**config.mk**
```make
export PLATFORM = sky130hd
export DESIGN_NAME = mem_seg
export DESIGN_NICKNAME = d
export VERILOG_FILES = /design/src/rtl/mem_seg_pkg.sv /design/src/rtl/mem_bus_fsm.sv /design/src/rtl/mem_seg.sv
export SDC_FILE = /design/constraint.sdc
export NUM_CORES = 1
export LEC_CHECK = 0
export ABC_CLOCK_PERIOD_IN_PS = 2100
export CORE_MARGIN = 4
export CORE_UTILIZATION = 40
export DETAILED_ROUTE_END_ITERATION = 16
export GPL_TIMING_DRIVEN = 0
export PLACE_DENSITY = 0.8
export SYNTH_ARGS = -nofsm -noshare
export SYNTH_HDL_FRONTEND = slang
export SYNTH_HIERARCHICAL = 1
export SYNTH_SLANG_ARGS = --single-unit
```
**constraint.sdc**
```tcl
create_clock -name clk -period 2.1 [get_ports clk]
set_input_delay 0.315 -clock clk [delete_from_list [all_inputs] [get_ports clk]]
set_output_delay 0.315 -clock clk [all_outputs]
set_load 0.05 [all_outputs]
```
**src/rtl/mem_seg_pkg.sv**
```systemverilog
// Shared constants for the MEM stage: opcodes, the bubble IR and the bus FSM encoding.
// Optional MEM_TIMEOUT_EN build adds a bus-timeout abort in mem_bus_fsm.
package mem_seg_pkg;

    localparam logic [5:0]  OP_LW     = 6'b100011;
    localparam logic [5:0]  OP_SW     = 6'b101011;
    localparam logic [5:0]  OP_BEQZ   = 6'b000100;

    localparam logic [31:0] BUBBLE_IR = 32'hFFFF_FFFF;

    localparam logic [1:0]  ST_IDLE   = 2'd0;
    localparam logic [1:0]  ST_REQ    = 2'd1;
    localparam logic [1:0]  ST_DONE   = 2'd2;

    function automatic logic [5:0] opcode_of(input logic [31:0] ir);
        return ir[31:26];
    endfunction

endpackage

```
**src/rtl/mem_bus_fsm.sv**
```systemverilog
// Data-bus sequencer for LW/SW: request/ack handshake, LMD capture, optional timeout.
// With MEM_TIMEOUT_EN defined, a stuck request aborts after TIMEOUT_CYCLES and sets a sticky error.
//
// state   | meaning
// IDLE    | no access in flight; a memory op in the stage register starts one
// REQ     | dbus_req held high, waiting for dbus_ack (or timeout)
// DONE    | access finished; stage register advances this cycle
module mem_bus_fsm #(
   parameter int unsigned TIMEOUT_CYCLES = 16
) (
   input  logic        clk,
   input  logic        rst,
   input  logic        is_mem_i,
   input  logic        is_lw_i,
   input  logic        is_sw_i,
   input  logic [31:2] word_addr_i,
   input  logic [31:0] wdata_i,
   input  logic        dbus_ack_i,
   input  logic [31:0] dbus_rdata_i,
   output logic [1:0]  state_o,
   output logic        dbus_req_o,
   output logic [31:0] dbus_addr_o,
   output logic [31:0] dbus_wdata_o,
   output logic        dbus_we_o,
   output logic [31:0] lmd_o,
   output logic        mem_err_o
);
   import mem_seg_pkg::*;

   logic [1:0]  state_q, state_d;
   logic        req_q, req_d;
   logic [31:0] lmd_q, lmd_d;

`ifdef MEM_TIMEOUT_EN
   localparam int            TW       = (TIMEOUT_CYCLES > 1) ? $clog2(TIMEOUT_CYCLES) : 1;
   localparam logic [TW-1:0] TMR_LOAD = TW'(TIMEOUT_CYCLES - 1);

   logic [TW-1:0] tmr_q, tmr_d;
   logic          err_q, err_d;
`endif

   always_comb begin
      state_d = state_q;
      req_d   = req_q;
      lmd_d   = lmd_q;
`ifdef MEM_TIMEOUT_EN
      tmr_d   = tmr_q;
      err_d   = err_q;
`endif
      case (state_q)
         ST_IDLE: begin
            if (is_mem_i) begin
               state_d = ST_REQ;
               req_d   = 1'b1;
`ifdef MEM_TIMEOUT_EN
               tmr_d   = TMR_LOAD;
`endif
            end
         end
         ST_REQ: begin
            // An ack on the terminal-count edge still completes normally.
            if (dbus_ack_i) begin
               if (is_lw_i) lmd_d = dbus_rdata_i;
               req_d   = 1'b0;
               state_d = ST_DONE;
            end
`ifdef MEM_TIMEOUT_EN
            else if (tmr_q == '0) begin
               req_d   = 1'b0;
               lmd_d   = '0;
               err_d   = 1'b1;
               state_d = ST_DONE;
            end else begin
               tmr_d   = tmr_q - 1'b1;
            end
`endif
         end
         ST_DONE: state_d = ST_IDLE;
         default: state_d = ST_IDLE;
      endcase
   end

   always_ff @(negedge clk) begin
      if (rst) begin
         state_q <= ST_IDLE;
         req_q   <= 1'b0;
         lmd_q   <= '0;
`ifdef MEM_TIMEOUT_EN
         tmr_q   <= '0;
         err_q   <= 1'b0;
`endif
      end else begin
         state_q <= state_d;
         req_q   <= req_d;
         lmd_q   <= lmd_d;
`ifdef MEM_TIMEOUT_EN
         tmr_q   <= tmr_d;
         err_q   <= err_d;
`endif
      end
   end

   assign state_o      = state_q;
   assign dbus_req_o   = req_q;
   assign dbus_addr_o  = {word_addr_i, 2'b00};
   assign dbus_wdata_o = wdata_i;
   assign dbus_we_o    = is_sw_i;
   assign lmd_o        = lmd_q;
`ifdef MEM_TIMEOUT_EN
   assign mem_err_o    = err_q;
`else
   assign mem_err_o    = 1'b0;
`endif

endmodule

```
**src/rtl/mem_seg.sv**
```systemverilog
// MEM pipeline stage: EX result register, bus access via mem_bus_fsm, WB outputs and branch resolve.
// MEM_TIMEOUT_EN enables the bus-timeout abort governed by TIMEOUT_CYCLES.
module mem_seg #(
   parameter int unsigned TIMEOUT_CYCLES = 16
) (
   input  logic        clk,
   input  logic        rst,
   input  logic [31:0] IRi,
   input  logic [31:0] ALUi,
   input  logic [31:0] Bi,
   input  logic        condi,
   output logic        stall_o,
   output logic [31:0] dbus_addr,
   output logic [31:0] dbus_wdata,
   output logic        dbus_we,
   output logic        dbus_req,
   input  logic        dbus_ack,
   input  logic [31:0] dbus_rdata,
   output logic        pc_sel_o,
   output logic [31:0] pc_target_o,
   output logic [31:0] ALUo,
   output logic [31:0] LMDo,
   output logic [31:0] IRo,
   output logic        mem_err_o
);
   import mem_seg_pkg::*;

   logic [31:0] ir_q, ir_d;
   logic [31:0] alu_q, alu_d;
   logic [31:0] b_q, b_d;
   logic        cond_q, cond_d;

   logic [5:0]  op;
   logic        is_lw, is_sw, is_mem, is_br;
   logic [1:0]  bus_state;

   assign op     = opcode_of(ir_q);
   assign is_lw  = (op == OP_LW);
   assign is_sw  = (op == OP_SW);
   assign is_mem = is_lw || is_sw;
   assign is_br  = (op == OP_BEQZ);

   assign stall_o = is_mem && (bus_state != ST_DONE);

   always_comb begin
      ir_d   = ir_q;
      alu_d  = alu_q;
      b_d    = b_q;
      cond_d = cond_q;
      if (!stall_o) begin
         ir_d   = IRi;
         alu_d  = ALUi;
         b_d    = Bi;
         cond_d = condi;
      end
   end

   always_ff @(negedge clk) begin
      if (rst) begin
         ir_q   <= BUBBLE_IR;
         alu_q  <= '0;
         b_q    <= '0;
         cond_q <= 1'b0;
      end else begin
         ir_q   <= ir_d;
         alu_q  <= alu_d;
         b_q    <= b_d;
         cond_q <= cond_d;
      end
   end

   mem_bus_fsm #(
      .TIMEOUT_CYCLES (TIMEOUT_CYCLES)
   ) u_bus (
      .clk          (clk),
      .rst          (rst),
      .is_mem_i     (is_mem),
      .is_lw_i      (is_lw),
      .is_sw_i      (is_sw),
      .word_addr_i  (alu_q[31:2]),
      .wdata_i      (b_q),
      .dbus_ack_i   (dbus_ack),
      .dbus_rdata_i (dbus_rdata),
      .state_o      (bus_state),
      .dbus_req_o   (dbus_req),
      .dbus_addr_o  (dbus_addr),
      .dbus_wdata_o (dbus_wdata),
      .dbus_we_o    (dbus_we),
      .lmd_o        (LMDo),
      .mem_err_o    (mem_err_o)
   );

   // WB only ever sees a completed access; in-flight memory ops look like bubbles.
   assign IRo         = stall_o ? BUBBLE_IR : ir_q;
   assign ALUo        = alu_q;
   assign pc_sel_o    = is_br && cond_q;
   assign pc_target_o = alu_q;

endmodule

```
==> Yosys cells after proc, flatten, opt, wreduce, memory -nomap -nowiden <==
Cells that the tools add are included.
{ "totals": {"regBits": 132, "input_bits": 132, "out_inout_bits": 197, "wordCells": 29} }
{ "op_classes": {"eq_ne": 7, "n_mux": 7, "n_reduce_logical": 8} }
{ "op_table": {"columns": ["operator", "n"], "rows": [
  ["$mux W32", 1],
  ["$eq A6 B6 Y1 const B", 2],
  ["$eq A6 B3 Y1 const B", 1],
  ["$ne A2 B2 Y1 const B", 3],
  ["$reduce_and A3 Y1", 2],
  ["$mux W2", 2],
  ["$pmux W2 S2", 1],
  ["$eq A2 B1 Y1 const B", 1],
  ["$logic_and A1 B1 Y1", 2],
  ["$logic_not A2 Y1", 1],
  ["$mux W1", 2],
  ["$pmux W1 S2", 1],
  ["$reduce_and A2 Y1", 1],
  ["$reduce_bool A2 Y1", 1],
  ["$logic_or A1 B1 Y1", 1]
]} }

==> Logic depth before layout (Yosys ltp) <==
{ "logic_depth": {"ltp_word": 4, "mapped_depth": 7, "mapped_depth_nobuf": 5} }

==> By module <==
Netlist, hierarchy kept.
{ "modules_own_cells": {"columns": ["module", "n_inst", "cells_per_inst", "area_per_inst_um2", "seq_area_each_um2"], "rows": [
  ["mem_seg", 1, 487, 4644.5, 1941.9],
  ["mem_bus_fsm", 1, 221, 1820.5, 700.7]
]} }

==> impl_metrics.yaml <==
worst_setup_path:
  cp.required_ps: 1780
  critPathLaunch: "u_bus/state_o[1]$_SDFFE_NP0P_"
  start_kind: "flip-flop"
  rr_worst_depth: 9
  cp_slowest_stage_delay_ps: 490
  worstPathMaxFanout: 8
  crit_arrival_ps: 2990
  crit_path_end_kind: "output port"
  cp.depth: 6
  path_class: "flip-flop to output port"
  rr_endpoint: "b_q[31]$_SDFFE_NP0N_"
  worstPathCellList: "nor2b_4 > or4_4 > buf_12 > clkbuf_16 > nand2b_4 > buf_8"
  crit-reg2reg-launch: "u_bus/state_o[1]$_SDFFE_NP0P_"
  crit_end: "IRo[22]"
  critPathBufInv: 3
  cp_top_family: "simple AND/OR/NAND/NOR gates"
  r2r_slack_ps: 80
  crit_slowest_cell: "or4_4"
clocking:
  clock_path_buffers: 2
  cts-root-buf: "clkbuf_16"
  cts_made_buffers: 17
  clock_latency_ps: 490
  cts.sinks: 132
  cts.clk_slew.worst_paths_ps: 40
  hold_buffers: 0
  htree_levels: 4
  cts_tree: "yes"
global_route:
  grt_usage_pct: 25.5
  grt_pass1_wl_mm: 36.2
  antenna_found_initial: 3
  grt_start_max_net_pins: 17
  overflow: 0
  grt_pass1_vias: 7263
finish:
  postLayoutCellArea_um2: 13200
  nets: 1333
  final_cells: 1431
  drive_gt1_share_pct: 44.2
  multi_input_comb_area_um2: 3020
  fillCellCount: 886
  ff_latch_area_um2: 2870
  syn_to_final_growth_pct: 104
power_and_ir_drop:
  irDropWorstVdd_v: 0.000597
  powerDensity_nw_per_um2: 693
  leakage_nw: 6.02
synth:
  netlist_top_cells_count: "nand2b_1, dfxtp_1, buf_4, mux2i_1, nand2_1"
  ys_types: 29
  synth_cells: 708
  ys_seq_area_share_pct: 40.9
  synth.most_common_cell: "nand2b_1"
  ys_seq_elements: 132
  yosysWarnings: 6
  synth_edf_count: 0
  syn_area_um2: 6460
  synth_top_area_share_pct: 40.9
  netlist_top_cells_area: "dfxtp_1, nand2b_1, mux2i_1"
  yosys.area.top_type: "dfxtp_1"
  synth_ff_type: "dfxtp_1"
  async_flop_share_pct: 0
  avgSynthCellArea_um2: 9.13
run_status:
  violations: "setup timing"
  status: "finished, violations left"
min_path:
  hold_depth: 2
  hp-class: "flip-flop to flip-flop"
place:
  dp_hpwl_mm: 16.0
  dpl.cell_count: 1250
  dpl_cell_area_um2: 10500
  gp_congestion: 0.763
  io_buffers: 324
detailed_routing:
  initialDrtViolationCount: 302
  drcViolationCount: 0
  wirelength_mm: 25.7
  wl_per_cell_um: 17.9
  dr.pass1.iters: 7
  num_vias: 6622
  routed_via_density: 4.63
  drt.antenna.violating_nets: 0
sta:
  rsz0062_at_grt: "yes"
  maxSlewHeadroom_pct: 66.0
  drv_slew: 0
  setup_violations: 194
  final.setup.worst_slack_ps: -1200
  finClkSkew_ps: 59.5
  fin_setup_tns_ps: -79320
  hold_viol_final: 0
  tightestPinTransition_ps: 505
die:
  initial_core_util_pct: 40.7
  num_rows: 46
  die-area_um2: 18300
  dieHeight_um: 135
  die_width_um: 135
  core-area_um2: 15900
  io_pins: 329
run:
  cap_violations: 0
[power by group]
part           switching [mW]  total [mW]  internal (mW)
clock                    1.91        4.22           2.31
combinational            1.06        2.14           1.07
sequential              0.141        2.77           2.63
[cells in the final DEF, fill, tap and decap left out, types with 38 or more instances in the layout]
| cell | n |
|---|---|
| clkdlybuf4s50_1 | 129 |
| mux2i_1 | 92 |
| buf_6 | 69 |
| nand2b_1 | 131 |
| nand2_1 | 65 |
| inv_1 | 136 |
| nor2_1 | 56 |
| dfxtp_2 | 67 |
| buf_4 | 56 |
| dfxtp_4 | 38 |
| buf_8 | 184 |
[worst reg2reg max path: stages (launching register included)]
cell,delay (ps)
dfxtp_2,310
nor2b_4,110
or4_4,490
buf_12,170
buf_12,140
clkinv_16,50
buf_4,100
buf_4,120
buf_4,230
mux2i_1,210
[per-stage QoR]
| step | hold WS (ps) | setup WS [ps] | power (mW) | utilization (%) |
|---|---|---|---|---|
| floorplan | 431 | -674 | 4.26 | - |
| global placement | 442 | -1480 | 4.94 | 65.9 |
| detailed placement | 446 | -1490 | 4.96 | 65.9 |
| CTS | 463 | -1200 | 9.00 | 79.4 |
| global route | 484 | -1250 | 9.63 | 83.0 |
| finish | 464 | -1200 | 9.13 | 83.0 |
[how the worst min path moves through the flow]
stage | from | to
2_1_floorplan | u_bus/state_o[1]$_SDFFE_NP0P_ | u_bus/state_o[0]$_SDFFE_NP0P_
3_3_place_gp | u_bus/lmd_o[27]$_SDFFE_NP0P_ | u_bus/lmd_o[27]$_SDFFE_NP0P_
3_5_place_dp | u_bus/lmd_o[26]$_SDFFE_NP0P_ | u_bus/lmd_o[26]$_SDFFE_NP0P_
4_1_cts | u_bus/lmd_o[26]$_SDFFE_NP0P_ | u_bus/lmd_o[26]$_SDFFE_NP0P_
5_1_grt | u_bus/lmd_o[28]$_SDFFE_NP0P_ | u_bus/lmd_o[28]$_SDFFE_NP0P_
6_report | u_bus/lmd_o[3]$_SDFFE_NP0P_ | u_bus/lmd_o[3]$_SDFFE_NP0P_
[per-layer routing]
metal	track usage [%]	part of all wire, %	vias up	wire length (um)
met3	14.5	9.5	47	2440
met4	11.5	2.0	4	511
met1	23.5	33	3146	8590
met5	0	0.10	-	26
met2	45.5	55	287	14100
li1	-	-	3138	-
[sequential cells by signal, summed over array words and instances, names as in the netlist]
signal,count
cond_q,1
ALUo,32
u_bus/dbus_req_o,1
ir_q,32
u_bus/state_o,2
b_q,32
u_bus/lmd_o,32
[what timing repair did]
item / 4_1_cts / 5_1_grt
setup endpoints to repair: 224 / 194
pin swaps: 0 / 1
gates cloned: 3 / 1
buffers inserted: 27 / 28
resized for setup: 1634 / 91
[layout make-up]
class / instances / area share [%]
tap: 216 / 2.05
clock buffer: 17 / 3.23
buffer: 106 / 8.41
multi-input combinational: 427 / 22.9
sequential: 132 / 21.8
inverter: 2 / 0.256
timing repair buffer: 382 / 36.1
clock inverter: 147 / 5.16
timing repair inverter: 1 / 0.0854
antenna: 1 / 0.0190
[cell families after synthesis]
| group | share of synthesized area [%] |
|---|---|
| simple gates | 24.0 |
| buf+inv | 16.6 |
| flops | 40.9 |
| mux | 14.2 |
| compound gates | 4.22 |
| other cells | 0.0580 |
(Power assumes the default switching activity.)
